<file path="src/rtl/delayed_dut_pkg.sv">
// Shared constants and types for the delayed_dut register-port sequencer.
// Status registers 0..2 gate the data registers 3..5.
package delayed_dut_pkg;

  localparam logic [2:0] ADDR_A_FULL_N  = 3'd0;
  localparam logic [2:0] ADDR_B_FULL_N  = 3'd1;
  localparam logic [2:0] ADDR_Y_EMPTY_N = 3'd2;
  localparam logic [2:0] ADDR_Y         = 3'd3;
  localparam logic [2:0] ADDR_A         = 3'd4;
  localparam logic [2:0] ADDR_B         = 3'd5;

  typedef enum logic [1:0] {IDLE, POLL, XFER} state_t;
  typedef enum logic [1:0] {GNT_A = 2'd0, GNT_B = 2'd1, GNT_Y = 2'd2} gnt_t;

  function automatic logic [2:0] status_addr(input gnt_t g);
    case (g)
      GNT_A:   return ADDR_A_FULL_N;
      GNT_B:   return ADDR_B_FULL_N;
      default: return ADDR_Y_EMPTY_N;
    endcase
  endfunction

  function automatic gnt_t next_gnt(input gnt_t g);
    case (g)
      GNT_A:   return GNT_B;
      GNT_B:   return GNT_Y;
      default: return GNT_A;
    endcase
  endfunction

endpackage

</file>
<file path="src/rtl/rr_arbiter3.sv">
// Three-way round-robin arbiter: the search starts at the pointer and wraps A->B->Y->A.
// The pointer only moves when the owner says so, so abandoned requests keep their place.
module rr_arbiter3
  import delayed_dut_pkg::*;
(
  input  logic       CLK,
  input  logic       RST_N,
  input  logic [2:0] req,
  input  logic       advance,
  input  logic [1:0] adv_to,
  output logic [2:0] gnt
);

  logic [1:0] ptr_reg;
  logic [2:0] idx;
  logic       found;

  always_ff @(posedge CLK or negedge RST_N) begin
    if (!RST_N) begin
      ptr_reg <= GNT_A;
    end else if (advance) begin
      ptr_reg <= adv_to;
    end
  end

  always_comb begin
    gnt   = '0;
    found = 1'b0;
    idx   = '0;
    for (int i = 0; i < 3; i++) begin
      idx = {1'b0, ptr_reg} + 3'(i);
      if (idx >= 3'd3) idx = idx - 3'd3;
      if (!found && req[idx[1:0]]) begin
        gnt[idx[1:0]] = 1'b1;
        found         = 1'b1;
      end
    end
  end

endmodule

</file>
<file path="src/rtl/delayed_dut_sequencer.sv">
// Single bus master for delayed_dut: polls a status register before each access so the
// DUT never sees a write to a full FIFO or a read from an empty one.
module delayed_dut_sequencer
  import delayed_dut_pkg::*;
#(
  parameter int unsigned POLL_LIMIT = 1023
) (
  input  logic       CLK,
  input  logic       RST_N,
  input  logic       a_valid,
  input  logic       a_data,
  output logic       a_ready,
  input  logic       b_valid,
  input  logic       b_data,
  output logic       b_ready,
  input  logic       y_req,
  output logic       y_valid,
  output logic       y_data,
  output logic [2:0] write_address,
  output logic       write_data,
  output logic       write_en,
  input  logic       write_rdy,
  output logic [2:0] read_address,
  output logic       read_en,
  input  logic       read_data,
  input  logic       read_rdy,
  output logic       busy,
  output logic       err_timeout,
  output logic [1:0] err_src
);

  state_t      state_reg, state_next;
  gnt_t        gnt_reg, gnt_new;
  logic        data_reg;
  logic [15:0] poll_cnt_reg, poll_cnt_next;
  logic [16:0] poll_inc;
  logic        err_timeout_reg;
  logic [1:0]  err_src_reg;
  logic        y_valid_reg, y_data_reg;
  logic [2:0]  req, gnt_oh;
  logic [1:0]  adv_to;
  logic        any_req, advance, timeout_fire, y_read;

  assign req      = {y_req, b_valid, a_valid};
  assign any_req  = |req;
  assign adv_to   = next_gnt(gnt_reg);
  assign poll_inc = {1'b0, poll_cnt_reg} + 17'd1;
  assign gnt_new  = gnt_oh[0] ? GNT_A : (gnt_oh[1] ? GNT_B : GNT_Y);

  rr_arbiter3 u_arb (
    .CLK     (CLK),
    .RST_N   (RST_N),
    .req     (req),
    .advance (advance),
    .adv_to  (adv_to),
    .gnt     (gnt_oh)
  );

  always_comb begin
    state_next    = state_reg;
    poll_cnt_next = poll_cnt_reg;
    advance       = 1'b0;
    timeout_fire  = 1'b0;
    case (state_reg)
      IDLE: if (any_req) state_next = POLL;
      POLL: begin
        if (read_rdy) begin
          if (read_data) begin
            state_next    = XFER;
            poll_cnt_next = '0;
          end else if (poll_inc >= 17'(POLL_LIMIT)) begin
            // Give up on this requester for now; it stays pending and rotates to the back.
            timeout_fire  = 1'b1;
            advance       = 1'b1;
            poll_cnt_next = '0;
            state_next    = IDLE;
          end else begin
            poll_cnt_next = poll_inc[15:0];
          end
        end
      end
      XFER: begin
        if ((gnt_reg == GNT_Y) ? read_rdy : write_rdy) begin
          advance    = 1'b1;
          state_next = IDLE;
        end
      end
      default: state_next = IDLE;
    endcase
  end

  // Bus decode depends only on registered state and grant, plus the DUT's own ready inputs.
  always_comb begin
    write_address = '0;
    write_data    = 1'b0;
    write_en      = 1'b0;
    read_address  = '0;
    read_en       = 1'b0;
    a_ready       = 1'b0;
    b_ready       = 1'b0;
    case (state_reg)
      POLL: begin
        read_address = status_addr(gnt_reg);
        read_en      = read_rdy;
      end
      XFER: begin
        if (gnt_reg == GNT_Y) begin
          read_address = ADDR_Y;
          read_en      = read_rdy;
        end else begin
          write_address = (gnt_reg == GNT_A) ? ADDR_A : ADDR_B;
          write_data    = data_reg;
          write_en      = write_rdy;
          a_ready       = (gnt_reg == GNT_A) && write_rdy;
          b_ready       = (gnt_reg == GNT_B) && write_rdy;
        end
      end
      default: ;
    endcase
  end

  assign y_read = (state_reg == XFER) && (gnt_reg == GNT_Y) && read_rdy;

  always_ff @(posedge CLK or negedge RST_N) begin
    if (!RST_N) begin
      state_reg       <= IDLE;
      gnt_reg         <= GNT_A;
      data_reg        <= 1'b0;
      poll_cnt_reg    <= '0;
      err_timeout_reg <= 1'b0;
      err_src_reg     <= '0;
      y_valid_reg     <= 1'b0;
      y_data_reg      <= 1'b0;
    end else begin
      state_reg    <= state_next;
      poll_cnt_reg <= poll_cnt_next;
      y_valid_reg  <= y_read;
      if (y_read) y_data_reg <= read_data;
      if (state_reg == IDLE && any_req) begin
        gnt_reg  <= gnt_new;
        data_reg <= gnt_oh[0] ? a_data : b_data;
      end
      if (timeout_fire) begin
        err_timeout_reg <= 1'b1;
        if (!err_timeout_reg) err_src_reg <= gnt_reg;
      end
    end
  end

  assign busy        = (state_reg != IDLE);
  assign y_valid     = y_valid_reg;
  assign y_data      = y_data_reg;
  assign err_timeout = err_timeout_reg;
  assign err_src     = err_src_reg;

endmodule

</file>
<file path="config.mk">
export PLATFORM = sky130hd
export DESIGN_NAME = delayed_dut_sequencer
export DESIGN_NICKNAME = d
export VERILOG_FILES = /design/src/rtl/delayed_dut_pkg.sv /design/src/rtl/rr_arbiter3.sv /design/src/rtl/delayed_dut_sequencer.sv
export SDC_FILE = /design/constraint.sdc
export NUM_CORES = 1
export LEC_CHECK = 0
export ABC_CLOCK_PERIOD_IN_PS = 4150
export CORE_MARGIN = 8
export CORE_UTILIZATION = 60
export DETAILED_ROUTE_END_ITERATION = 8
export GPL_ROUTABILITY_DRIVEN = 0
export GPL_TIMING_DRIVEN = 0
export PLACE_DENSITY = 0.82
export SETUP_SLACK_MARGIN = 0.1
export SYNTH_ARGS = -nofsm -noshare
export SYNTH_HDL_FRONTEND = slang
export SYNTH_HIERARCHICAL = 1
export SYNTH_SLANG_ARGS = --single-unit
</file>
<file path="constraint.sdc">
create_clock -name CLK -period 4.15 [get_ports CLK]
set_input_delay 1.0375 -clock CLK [delete_from_list [all_inputs] [get_ports CLK]]
set_output_delay 1.0375 -clock CLK [all_outputs]
set_load 0.005 [all_outputs]
</file>
==> run summary <==
The run finished with clean final reports. The via count of the first global-routing pass is 1760, and the total number of yosys warnings is 6. The tree is rooted in a clkbuf_4.

Buffers placed on the I/O ports in this run total 24. In this run the horizontal extent of the chip is 75.4 um. TritonCTS built the clock tree. The number of antenna diodes in the final layout is 0. The tools report the initial antenna violation count as 0. Prior to clock tree synthesis, the placed netlist has a worst setup slack of 0.201 ns. In the final layout, the share of cells above drive strength 1 is 12.4%. Once layout is complete, the utilization of the core stands at 72.8%.

STA classifies the critical path startpoint as a primary input. The total placed instance area was 2420 um^2; the cell area after layout was 2450 um^2. Overall power consumption after layout is estimated at 1.20 mW. Of the available clock period, the critical path in the final layout requires 93.3%. Worst hold path class: reg2reg. In the final layout, flip-flops and latches occupy 701 um^2.

The largest net degree at the start of global routing is 29, and the average detailed-routed wire length per instance is 14.6 um. The transition time at the pin with the least slew margin works out to 0.625 ns. The number of max-capacitance violations reported is 0, and the number of placement rows is 21. The clock passes through at most 2 buffers. The post-layout net count is 295. The mapped netlist covers 2120 um^2.

The sequential share of power is 32.2%. The logs give 7990 um for the first-pass GRT wire length and 1260 um^2 for the combined area of the multi-input logic cells. Count of final hold-check violations: 0. The analysis attributes to net switching a power of 0.502 mW. Summed over all layers, the routed wires come to 4690 um.

The logs give 1913 for the number of vias in the routed layout and 0 for the number of antenna-violating nets in the routed design. The total overflow left after global routing is 0. The analysis attributes to cell leakage a power of 1.03 nW.

After detailed routing, the number of remaining DRC violations is 0. Using the TritonRoute via totals, the vias-per-cell ratio works out to 5.96. The die footprint came out at 5680 um^2.

For the later-pin clock latency in the skew report, the log shows 0.33 ns. The total area inside the core boundary comes to 3360 um^2. CTS H-tree depth: 1.

The total track usage was 17.7%. The tools report the maximum clock skew at final layout as 0.00596 ns. The clock network fraction of total power is 11.1%, and the power density relative to cell area is 491 nW/um^2. The layout overhead on the synthesized area came out at 15.8%.

The worst-case IR drop observed on VDD is 0.000381 V. The run gives 0.279 ns as the final setup slack of the worst path. Averaged over all synthesized cells, the footprint is 8.60 um^2. The number of clock buffers added by TritonCTS is 3. The critical path required time came out at 3.11 ns. The upper clock frequency limit was 258 MHz; the number of clock sinks seen by CTS was 28. The first detailed-routing pass ran for 4 iterations. Normalized max-slew margin: 58.3%.

The category of the worst setup path capture point was an output pin. The fill cell total of the finished layout is 286. Cell internal power was estimated by the tool at 0.702 mW. For this configuration, the core starts out at a cell density of 62.9%.

Along the worst path, the maximum fanout reaches 10. In the final timing run, aggregate negative setup slack is 0 ns. Setup repair after global routing left no endpoint under its margin. Height of the chip: 75.4 um.

Once detailed placement completed, the half-perimeter wirelength came to 3500 um. Setup violations remaining at the end of the flow were counted as 0. The number of primary I/O pins was 27; the register clock-pin slew on the reported worst setup and hold paths was 0.15 ns. The final critical path time including I/O delays and setup works out to 3.87 ns. The max-slew violation count is 0. The register with the most flip-flops in the layout has 16 of them.

The type of the worst setup path was in2out. In this run, the combinational gates consume 56.7% of the power. The internal reg-to-reg setup slack came out at 1.47 ns. For the synthesized netlist cell count, the log shows 246. The run gives 201 as the number of DRC markers in iteration 0. Net switching is 41.7% of the power. At the worst endpoint, the arrival time is 2.83 ns.
## through the flow
| step | hold WS, ns | instances |
|---|---|---|
| after CTS | 0.510 | 321 |
| after global placement | 0.469 | 317 |
| after floorplan | 0.442 | 247 |
| final | 0.506 | 321 |
| after detailed placement | 0.477 | 317 |
| after global routing | 0.539 | 321 |
## power by group through the flow
stage	Sequential (mW)	Combinational (mW)	Clock, mW
after floorplan	0.381	0.507	0
after global placement	0.392	0.664	0
after detailed placement	0.393	0.678	0
after CTS	0.388	0.681	0.138
after global routing	0.399	0.761	0.151
final	0.387	0.682	0.133
## metal layers
layer  track usage [%]  wire, um  vias to the layer above  share of wire, %
met2              28.4      2260                       59                48
met1              23.6      2120                      910                45
met4              4.90        18                        0              0.38
met5                 0         0                        -                 0
met3              3.55       286                        4               6.1
li1                  -         -                      940                 -
## critical path, cell delays in order
cell and delay, ns:
clkdlybuf4s50_1 0.55, nand2_1 0.25, clkbuf_2 0.28, a21boi_0 0.19, clkdlybuf4s50_1 0.53
## cell type report
cell class / count / area share [%]
multi-input cells: 189 / 51.3
flip-flops and latches: 28 / 28.6
repair buffers: 24 / 9.60
plain buffers: 15 / 4.34
well taps: 46 / 2.35
inverters: 15 / 2.30
clock buffers: 4 / 1.48
## placed cells by master (no fill, tap or decap), types with 4 or more instances in the layout
master and instances:
nand2_1 35, dfrtp_1 28, clkdlybuf4s50_1 23, inv_1 15, nor2_1 12, o21ai_0 12
and2_1 12, nor3_1 11, nand3_1 9, ha_1 9, nand4_1 7, o22ai_1 5
o2111ai_1 5, buf_2 4, buf_6 4, buf_4 4, a21oi_1 4
## what timing repair did
item                                    CTS  global route
hold buffers                              0             0
gates resized for setup                   0             2
buffers inserted                          0             0
endpoints found under the setup margin    0             1
## worst paths after layout
kind                                 start                to  cells after the start
setup reg to reg           poll_cnt_reg[0]        err_src[0]                      7
setup / recovery                  read_rdy           read_en                      5
hold reg to reg                     y_data            y_data                      2
max in group asynchronous            RST_N  poll_cnt_reg[15]                      1
min in group asynchronous            RST_N   poll_cnt_reg[4]                      1
hold / removal                      y_data            y_data                      2
Power figures use the tool's default switching activity.
